File: config.mk
export PLATFORM = sky130hd
export DESIGN_NAME = dot_product_sched
export DESIGN_NICKNAME = d
export VERILOG_FILES = /design/src/rtl/dot_product_sched.sv
export SDC_FILE = /design/constraint.sdc
export NUM_CORES = 1
export LEC_CHECK = 0
export CAP_MARGIN = 30
export CORE_MARGIN = 5
export CORE_UTILIZATION = 39
export CTS_CLUSTER_DIAMETER = 60
export DETAILED_ROUTE_END_ITERATION = 7
export GPL_TIMING_DRIVEN = 0
export HOLD_SLACK_MARGIN = 0.08
export PLACE_DENSITY = 0.78
export SYNTH_ARGS = -nofsm -noshare
export SYNTH_HDL_FRONTEND = slang
export SYNTH_SLANG_ARGS = --single-unit
File: constraint.sdc
create_clock -name clk_i -period 2.5 [get_ports clk_i]
set_input_delay 0.25 -clock clk_i [delete_from_list [all_inputs] [get_ports clk_i]]
set_output_delay 0.25 -clock clk_i [all_outputs]
set_load 0.01 [all_outputs]
File: src/rtl/dot_product_sched.sv
// Job sequencer for the signed dot-product array: streams LEN chunks in, sums both partials per retired chunk.
// Result valid ARR_LAT edges after the last accepted chunk; chunk_ready_o closes once LEN are issued, result held until res_ready_i.
module dot_product_sched #(
  parameter int IN_SIZE_0  = 4,
  parameter int IN_SIZE_1  = 8,
  parameter int ARRAY_SIZE = 8,
  parameter int ARR_LAT    = 3,
  parameter int MAX_LEN    = 16,
  localparam int OUT_SIZE  = IN_SIZE_0 + IN_SIZE_1 + ($clog2(((IN_SIZE_1 + 2) / 3) * ARRAY_SIZE) - 1) * 2,
  localparam int ACC_SIZE  = OUT_SIZE + 1 + $clog2(MAX_LEN),
  localparam int LEN_W     = $clog2(MAX_LEN + 1)
) (
  input  logic                              clk_i,
  input  logic                              rst_ni,
  input  logic                              start_i,
  input  logic [LEN_W-1:0]                  len_i,
  input  logic                              abort_i,
  input  logic                              chunk_valid_i,
  output logic                              chunk_ready_o,
  input  logic [ARRAY_SIZE*IN_SIZE_0-1:0]   chunk_a_i,
  input  logic [ARRAY_SIZE*IN_SIZE_1-1:0]   chunk_b_i,
  output logic [ARRAY_SIZE*IN_SIZE_0-1:0]   arr_in_0_o,
  output logic [ARRAY_SIZE*IN_SIZE_1-1:0]   arr_in_1_o,
  input  logic [2*OUT_SIZE-1:0]             arr_out_i,
  output logic                              res_valid_o,
  input  logic                              res_ready_i,
  output logic [ACC_SIZE-1:0]               res_o,
  output logic                              busy_o
);

  localparam logic [1:0] S_IDLE  = 2'd0;
  localparam logic [1:0] S_RUN   = 2'd1;
  localparam logic [1:0] S_DRAIN = 2'd2;
  localparam logic [1:0] S_DONE  = 2'd3;
  localparam logic [LEN_W-1:0] MAX_LEN_L = LEN_W'(MAX_LEN);

  logic [1:0]                 state;
  logic [LEN_W-1:0]           len_q;
  logic [LEN_W-1:0]           issued;
  logic [LEN_W-1:0]           retired;
  logic [ARR_LAT-1:0]         vld_sr;
  logic [ARR_LAT-1:0]         vld_sr_nxt;
  logic signed [ACC_SIZE-1:0] acc;
  logic signed [OUT_SIZE-1:0] part_0;
  logic signed [OUT_SIZE-1:0] part_1;
  logic signed [ACC_SIZE-1:0] chunk_sum;
  logic                       active;
  logic                       issue;
  logic                       retire;

  assign active        = (state == S_RUN) || (state == S_DRAIN);
  // Gating with abort_i keeps a chunk from being accepted in a cycle that is being thrown away.
  assign chunk_ready_o = (state == S_RUN) && (issued < len_q) && !abort_i;
  assign issue         = chunk_valid_i && chunk_ready_o;
  assign retire        = active && vld_sr[ARR_LAT-1];
  assign res_valid_o   = (state == S_DONE) && !abort_i;
  assign res_o         = acc;
  assign busy_o        = (state != S_IDLE);

  assign part_0    = arr_out_i[OUT_SIZE-1:0];
  assign part_1    = arr_out_i[2*OUT_SIZE-1:OUT_SIZE];
  assign chunk_sum = {{(ACC_SIZE-OUT_SIZE){part_0[OUT_SIZE-1]}}, part_0}
                   + {{(ACC_SIZE-OUT_SIZE){part_1[OUT_SIZE-1]}}, part_1};

  // Bit k set means the chunk issued k+1 edges ago is in flight; the tail lines up with arr_out_i.
  if (ARR_LAT == 1) begin : g_sr_one
    assign vld_sr_nxt = issue;
  end else begin : g_sr_deep
    assign vld_sr_nxt = {vld_sr[ARR_LAT-2:0], issue};
  end

  always_ff @(posedge clk_i or negedge rst_ni) begin
    if (!rst_ni) begin
      state      <= S_IDLE;
      len_q      <= '0;
      issued     <= '0;
      retired    <= '0;
      vld_sr     <= '0;
      acc        <= '0;
      arr_in_0_o <= '0;
      arr_in_1_o <= '0;
    end else if (abort_i) begin
      state   <= S_IDLE;
      issued  <= '0;
      retired <= '0;
      vld_sr  <= '0;
      acc     <= '0;
    end else begin
      vld_sr <= active ? vld_sr_nxt : '0;
      if (issue) begin
        arr_in_0_o <= chunk_a_i;
        arr_in_1_o <= chunk_b_i;
        issued     <= issued + LEN_W'(1);
      end
      if (retire) begin
        acc     <= acc + chunk_sum;
        retired <= retired + LEN_W'(1);
      end
      case (state)
        S_IDLE: begin
          if (start_i) begin
            len_q   <= (len_i > MAX_LEN_L) ? MAX_LEN_L : len_i;
            issued  <= '0;
            retired <= '0;
            vld_sr  <= '0;
            acc     <= '0;
            state   <= (len_i == '0) ? S_DONE : S_RUN;
          end
        end
        S_RUN: begin
          if (issue && (issued + LEN_W'(1) == len_q)) state <= S_DRAIN;
        end
        S_DRAIN: begin
          if (retire && (retired + LEN_W'(1) == len_q)) state <= S_DONE;
        end
        S_DONE: begin
          if (res_ready_i) state <= S_IDLE;
        end
        default: state <= S_IDLE;
      endcase
    end
  end

endmodule
==> results.sh, run 1 <==
export IMPL_flops_latches_synth=141
export IMPL_synth_compound_area_share_pct=9.71
export IMPL_synth_xor_xnor_area_share_pct=3.41
export IMPL_synth_adder_area_share_pct=12.8
export IMPL_globalRouteTotalUtil_pct=18.9
export IMPL_clk_lat_worst_skew_ns=0.42
export IMPL_worstSetupEndpoint="res_o[23]"
export IMPL_critical_path_peak_fanout=3
export IMPL_worst_endpoint_required_ns=2.83
export IMPL_design_die_area_sq_mm=0.0220
export IMPL_h_tree_depth=4
export IMPL_cts_inserted_buffers=17
export IMPL_total_leakage_power_nw=4.89
export IMPL_final_nets=1146
export IMPL_die_x_extent_um=148
export IMPL_totalNegativeSetupSlack_ns=-2.23
export IMPL_cp_arrival_ns=3.14
export IMPL_floorplan_io_pins=271
export IMPL_outcome="finished with violations"
export IMPL_tritoncts_clock_tree="built"
export IMPL_place_gp_congestion=0.887
export IMPL_synth_top_flop_cell="dfrtp_1"
export IMPL_initial_util_pct=39.7
export IMPL_route_antenna_remaining_nets=0
export IMPL_clock_fmax_mhz=357
export IMPL_critical_path_startpoint="res_o[1]"
export IMPL_wire_per_inst_um=17.8
export IMPL_detailroute_via_count=6112
export IMPL_clk_pin_slew_ns=0.07
export IMPL_hold_slack_ns=0.374
export IMPL_r2r_end="res_o[23]"
export IMPL_worst_clock_skew_ns=0.0115
export IMPL_diodes=0
export IMPL_cts_root_buffer="clkbuf_16"
export IMPL_critPathKind="register to register"
export IMPL_ys_types=47
export IMPL_largest_family_of_logic_cells_by_synthesized_area="multiplexers"
export IMPL_wire_length_of_the_first_global_routing_pass_mm=33.2
export IMPL_finalMaxSlewViolations=0
export IMPL_fp_coreArea_sq_mm=0.0188
export IMPL_drc=0
export IMPL_synth_simple_gate_area_share_pct=9.37
export IMPL_syn_inst=637
export IMPL_synth_nets=845
export IMPL_port_buffer_count=270
export IMPL_synth_edff_count=0
export IMPL_starting_drt_drc_count=284
export IMPL_tightest_pin_transition_ns=0.776
export IMPL_dp_hpwl_mm=15.8
export IMPL_hold_class="primary input to async pin"
export IMPL_synthMuxAreaShare_pct=15.2
export IMPL_syn_to_final_growth_pct=54.2
export IMPL_failed_checks="setup timing"
export IMPL_startpoint_type="register"
export IMPL_setup_viol=13
export IMPL_slew_limit_headroom_pct=48.2
export IMPL_grt_start_max_net_pins=83
export IMPL_grt_overflow_total=0
export IMPL_clockBufferDepth=2
export IMPL_avgSynthCellArea_sq_um=11.7
export IMPL_firstDrtPassIters=5
export IMPL_unrepaired_setup_endpoints_after_global_routing="yes"
export IMPL_fin_crit_ns=2.80
export IMPL_mean_number_of_vias_per_cell=5.16
export IMPL_timing_final_ws_setup_ns=-0.305
export IMPL_standard_cell_rows=50
export IMPL_number_of_warnings_reported_in_the_yosys_synthesis_log=0
export IMPL_grt_pass1_vias=6437
export IMPL_synth_yosys_seq_area_share_pct=47.4
export IMPL_power_density_mw_per_mm2=910
export IMPL_hold_viol_final=0
export IMPL_synth_async_reset_ratio_pct=100
export IMPL_drive_above_1_share_pct=20.9
export IMPL_syn_area_sq_mm=0.00745
export IMPL_drt_total_wl_mm=21.1
export IMPL_endpoint_class_of_the_critical_path="register"
export IMPL_antenna_found_initial=0
export IMPL_reg2reg_slack_ns=-0.30
export IMPL_vdd_ir_drop_worst_uv=738
export IMPL_worst_r2r_start="res_o[1]"
export IMPL_worst_r2r_path_depth=12
export IMPL_cts_sink_count=141
export IMPL_max_cap_violations=0
export IMPL_post_layout_total_power_mw=10.5
export IMPL_fin_util_pct=61.2
export IMPL_floorplan_die_height_um=148
export IMPL_finalCritPeriodShare_pct=112
==> worst max-delay path, cell delays in order, from the launching register on <==
cell      delay (ns)
dfrtp_1         0.36
inv_1           0.06
fa_1            0.47
inv_1           0.04
ha_2            0.19
fa_2            0.37
a21o_1          0.19
nand3_2         0.09
a31o_4          0.20
o221ai_4        0.12
and3_4          0.21
o31a_1          0.24
o31ai_1         0.18
==> cell type report <==
type	count	area (sq um)
sequential	141	3530
clock buffer	17	425
clock inverter	15	178
inverter	17	63.8
timing repair buffer	285	2840
buffer	21	93.8
multi-input combinational	455	4070
fill	1517	7280
tap	234	293
==> through the flow <==
stage	std cells	area [sq um]	worst slack, ns
global placement	1141	10500	-4.80
floorplan	637	7510	-0.226
finish	1185	11500	-0.305
detailed placement	1142	10500	-0.814
CTS	1179	11300	-0.297
global route	1185	11500	-0.393
==> worst min-delay path by stage <==
| stage | start | end | slack, ns | cells past startpoint |
|---|---|---|---|---|
| after detailed placement | rst_ni | arr_in_1_o[51] | 0.28 | 1 |
| final | rst_ni | arr_in_1_o[51] | 0.37 | 2 |
| after floorplan | rst_ni | arr_in_0_o[0] | -0.05 | 0 |
| after global placement | vld_sr[0] | vld_sr[1] | 0.46 | 1 |
| after CTS | rst_ni | arr_in_1_o[51] | 0.39 | 2 |
| after global routing | chunk_a_i[26] | arr_in_0_o[26] | 0.42 | 2 |
==> timing repair <==
action,4_1_cts,5_1_grt
gates resized for setup,28,27
setup buffers,6,7
pin swaps,12,16
gates cloned,0,0
hold buffers,1,0
setup endpoints to repair,93,51
hold endpoints to repair,59,0
==> cell families (layout without fill, tap and decap cells) <==
group | Yosys count | after routing
AND/OR/NAND/NOR | 149 | 149
flip-flops | 141 | 141
buffers and inverters | 41 | 355
XOR/XNOR | 29 | 29
adder cells (fa/ha/maj) | 61 | 61
multiplexers | 101 | 101
AO/OA/AOI/OAI | 115 | 115
==> flip-flops by register name (all words and copies together) (netlist names) <==
register / cells
retired: 5
arr_in_0_o: 32
len_q: 5
issued: 5
arr_in_1_o: 64
res_o: 25
vld_sr: 3
state: 2
==> cells in the final DEF, fill, tap and decap left out, types with 3 or more instances in the layout <==
| cell type | netlist | layout |
|---|---|---|
| a211oi_1 | 6 | 6 |
| a21o_1 | 8 | 8 |
| a21oi_1 | 37 | 25 |
| a21oi_2 | 0 | 11 |
| and3_1 | 8 | 7 |
| buf_2 | 5 | 4 |
| buf_4 | 0 | 14 |
| clkbuf_1 | 17 | 12 |
| clkbuf_16 | 0 | 17 |
| clkdlybuf4s50_1 | 0 | 266 |
| dfrtp_1 | 141 | 140 |
| dlygate4sd2_1 | 0 | 3 |
| fa_1 | 25 | 24 |
| ha_1 | 36 | 23 |
| ha_2 | 0 | 6 |
| ha_4 | 0 | 7 |
| inv_1 | 17 | 17 |
| inv_6 | 0 | 4 |
| inv_8 | 0 | 4 |
| mux2_2 | 97 | 97 |
| mux2i_1 | 4 | 4 |
| nand2_1 | 62 | 62 |
| nand2b_1 | 9 | 9 |
| nand3_1 | 17 | 15 |
| nand4_1 | 4 | 4 |
| nor2_1 | 23 | 21 |
| nor2b_1 | 5 | 5 |
| nor3_1 | 5 | 5 |
| o211ai_1 | 3 | 3 |
| o21a_1 | 3 | 3 |
| o21ai_0 | 28 | 23 |
| o21ai_1 | 0 | 4 |
| o21bai_1 | 5 | 3 |
| or3_1 | 9 | 9 |
| xnor2_1 | 11 | 11 |
| xor2_1 | 18 | 17 |
==> per-layer routing <==
metal / track usage (%) / vias to the layer above / part of all wire [%]
met5: 0 / - / 0
met1: 22.2 / 3003 / 39
met3: 7.25 / 34 / 9.0
met2: 32.4 / 220 / 50
met4: 5.50 / 0 / 2.3
li1: - / 2855 / -
==> synthesized netlist by cell type (all sizes together) (4+ instances only) <==
cell type / instances / area share, %
dfrtp: 141 / 47
a31oi: 4 / 0.34
nor2: 23 / 1.2
o21bai: 5 / 0.50
or3: 9 / 0.76
a21o: 8 / 0.81
clkbuf: 18 / 0.92
nand2: 62 / 3.1
a211oi: 6 / 0.60
xnor2: 11 / 1.3
nand2b: 9 / 0.76
nand3: 17 / 1.1
xor2: 18 / 2.1
ha: 36 / 6.0
mux2i: 4 / 0.54
inv: 17 / 0.86
nand4: 4 / 0.34
nor2b: 5 / 0.42
fa: 25 / 6.7
a21oi: 37 / 2.5
nor3: 5 / 0.34
o21ai: 28 / 1.9
buf: 6 / 0.39
mux2: 97 / 15
and3: 8 / 0.67
==> power breakdown <==
| part | total, mW | internal [mW] | switching (mW) |
|---|---|---|---|
| combinational | 4.30 | 2.57 | 1.74 |
| sequential | 3.53 | 3.10 | 0.426 |
| clock | 2.62 | 1.51 | 1.11 |
| total | 10.5 | 7.18 | 3.27 |
(Power assumes the default switching activity.)
==> run 2, diff against run 1 <==
==> constraint.sdc (replaced) <==
create_clock -name clk_i -period 2.5 [get_ports clk_i]
set_input_delay 0.25 -clock clk_i [delete_from_list [all_inputs] [get_ports clk_i]]
set_output_delay 0.25 -clock clk_i [all_outputs]
set_load 0.05 [all_outputs]
==> run 2 against run 1 <==
Net effect: the flow still finishes with violations (setup timing); final area grew 0.97%; critical path type unchanged; highest routed layer unchanged; sequential cell count stayed put; fmax increased by 0.72%.
==> results.sh, run 2 (same netlist as run 1, synthesis figures left out) <==
export IMPL_wire_per_inst_um=17.5
export IMPL_antenna_found_initial=0
export IMPL_wire_length_of_the_first_global_routing_pass_mm=33.0
export IMPL_sw_frac_of_total_pct=43.8
export IMPL_grt_use_met3_pct=6.83
export IMPL_initial_util_pct=39.7
export IMPL_grt_busiest_layer="met2"
export IMPL_unrepaired_setup_endpoints_after_global_routing="yes"
export IMPL_critical_path_startpoint="res_o[1]"
export IMPL_tightest_pin_transition_ns=0.737
export IMPL_globalRouteMet2Util_pct=30.9
export IMPL_hold_slack_ns=0.368
export IMPL_clk_lat_worst_skew_ns=0.42
export IMPL_hold_viol_final=0
export IMPL_largest_register="arr_in_1_o"
export IMPL_endpoint_class_of_the_critical_path="register"
export IMPL_startpoint_type="register"
export IMPL_internal_power_mw=7.28
export IMPL_grt_pass1_vias=6399
export IMPL_clk_pwr_share_pct=20.6
export IMPL_floorplan_io_pins=271
export IMPL_clock_fmax_mhz=359
export IMPL_critPathKind="register to register"
export IMPL_cts_sink_count=141
export IMPL_slew_limit_headroom_pct=50.9
export IMPL_clockBufferDepth=2
export IMPL_max_cap_violations=0
export IMPL_firstDrtPassIters=5
export IMPL_fin_crit_ns=2.78
export IMPL_port_buffer_count=270
export IMPL_comb_power_share_pct=52.1
export IMPL_failed_checks="setup timing"
export IMPL_worst_endpoint_required_ns=2.82
export IMPL_tritoncts_clock_tree="built"
export IMPL_met1_usage_pct=22.7
export IMPL_starting_drt_drc_count=163
export IMPL_r2r_end="res_o[17]"
export IMPL_placedInstanceArea_sq_mm=0.0106
export IMPL_dp_hpwl_mm=15.7
export IMPL_mean_number_of_vias_per_cell=5.14
export IMPL_cts_root_buffer="clkbuf_16"
export IMPL_pre_cts_slack_ns=-0.875
export IMPL_drt_total_wl_mm=20.7
export IMPL_reg2reg_slack_ns=-0.28
export IMPL_mostFrequentLayoutCells="clkdlybuf4s50_1 (265), dfrtp_1 (118), mux2_2 (97), nand2_1 (59), a21oi_1 (26)"
export IMPL_outcome="finished with violations"
export IMPL_h_tree_depth=4
export IMPL_diodes=0
export IMPL_standard_cell_rows=50
export IMPL_design_die_area_sq_mm=0.0220
export IMPL_finalCritPeriodShare_pct=111
export IMPL_power_share_sequential_pct=27.3
export IMPL_vdd_ir_drop_worst_uv=840
export IMPL_drc=0
export IMPL_cp_arrival_ns=3.10
export IMPL_finalMaxSlewViolations=0
export IMPL_die_x_extent_um=148
export IMPL_worst_r2r_path_depth=13
export IMPL_worst_r2r_start="res_o[1]"
export IMPL_design_area_sq_mm=0.0116
export IMPL_syn_to_final_growth_pct=55.7
export IMPL_grt_start_max_net_pins=88
export IMPL_timing_final_ws_setup_ns=-0.285
export IMPL_hold_class="primary input to async pin"
export IMPL_drive_above_1_share_pct=24.5
export IMPL_totalNegativeSetupSlack_ns=-2.30
export IMPL_fp_coreArea_sq_mm=0.0188
export IMPL_power_density_mw_per_mm2=1120
export IMPL_final_nets=1143
export IMPL_cts_inserted_buffers=17
export IMPL_max_reg_flops=64
export IMPL_globalRouteTotalUtil_pct=18.7
export IMPL_critical_path_peak_fanout=3
export IMPL_clk_pin_slew_ns=0.06
export IMPL_floorplan_die_height_um=148
export IMPL_power_switching_mw=5.68
export IMPL_worst_clock_skew_ns=0.0126
export IMPL_fin_util_pct=61.8
export IMPL_route_antenna_remaining_nets=0
export IMPL_grt_overflow_total=0
export IMPL_setup_viol=14
export IMPL_total_leakage_power_nw=4.86
export IMPL_worstSetupEndpoint="res_o[17]"
export IMPL_detailroute_via_count=6077
export IMPL_place_gp_congestion=0.872
export IMPL_mostFrequentLayoutCell="clkdlybuf4s50_1"
==> run 2: cell count changes in the layout (fill, tap and decap cells not counted), sizes merged <==
| cell | before | now |
|---|---|---|
| inv | 25 | 20 |
| buf | 21 | 19 |
| clkdlybuf4s15 | 0 | 1 |
| dlymetal6s2s | 0 | 1 |
| dlygate4sd2 | 3 | 2 |
| bufinv | 2 | 3 |
| clkdlybuf4s50 | 266 | 265 |
| clkinv | 3 | 6 |
==> run 2: metal layers <==
metal | part of all wire [%] | vias to the layer above
li1 | - | 2847
met1 | 40 | 2988
met2 | 49 | 212
met3 | 8.8 | 30
met4 | 2.2 | 0
met5 | 0 | -
==> run 2: worst min-delay path by stage <==
stage / endpoint / cells after the start / slack [ns] / start
after floorplan: arr_in_0_o[0] / 0 / -0.05 / rst_ni
after global placement: vld_sr[1] / 1 / 0.46 / vld_sr[0]
after detailed placement: arr_in_1_o[48] / 1 / 0.25 / rst_ni
after CTS: arr_in_1_o[48] / 2 / 0.38 / rst_ni
after global routing: arr_in_1_o[53] / 2 / 0.42 / rst_ni
final: arr_in_1_o[48] / 2 / 0.37 / rst_ni
==> run 2: power groups by stage <==
stage | Clock (mW) | Combinational (mW) | Sequential [mW]
finish | 2.67 | 6.75 | 3.54
detailed placement | 0 | 6.63 | 3.58
CTS | 2.72 | 6.73 | 3.55
floorplan | 0 | 1.56 | 6.25
global placement | 0 | 6.57 | 3.54
global route | 2.83 | 7.08 | 3.66
==> run 2: area by class of cell <==
class	count	area [sq um]
Fill cell	1478	7170
Multi-Input combinational cell	455	4130
Sequential cell	141	3560
Timing Repair Buffer	282	2830
Clock buffer	18	439
Tap cell	234	293
Clock inverter	14	185
Buffer	21	98.8
Inverter	17	63.8
==> run 2: worst max-delay path, cell delays in order (launching register included) <==
cell,delay (ns)
dfrtp_2,0.41
inv_2,0.05
fa_1,0.39
inv_1,0.07
ha_2,0.20
fa_2,0.21
a21o_1,0.16
nand3_2,0.10
a31o_4,0.26
buf_6,0.12
o31ai_4,0.26
a41oi_2,0.16
xor2_1,0.17
o21ai_1,0.15
==> run 2: repair_timing <==
item,4_1_cts,5_1_grt
resized for setup,29,52
setup endpoints to repair,119,104
endpoints found under the hold margin,54,0
buffers inserted,8,2
pin swaps,23,16
hold buffers,1,0
==> run 2: through the flow <==
| stage | power, mW | instances |
|---|---|---|
| 4_1_cts | 13.0 | 1181 |
| 2_1_floorplan | 7.82 | 637 |
| 6_report | 13.0 | 1182 |
| 5_1_grt | 13.6 | 1182 |
| 3_3_place_gp | 10.1 | 1141 |
| 3_5_place_dp | 10.2 | 1142 |
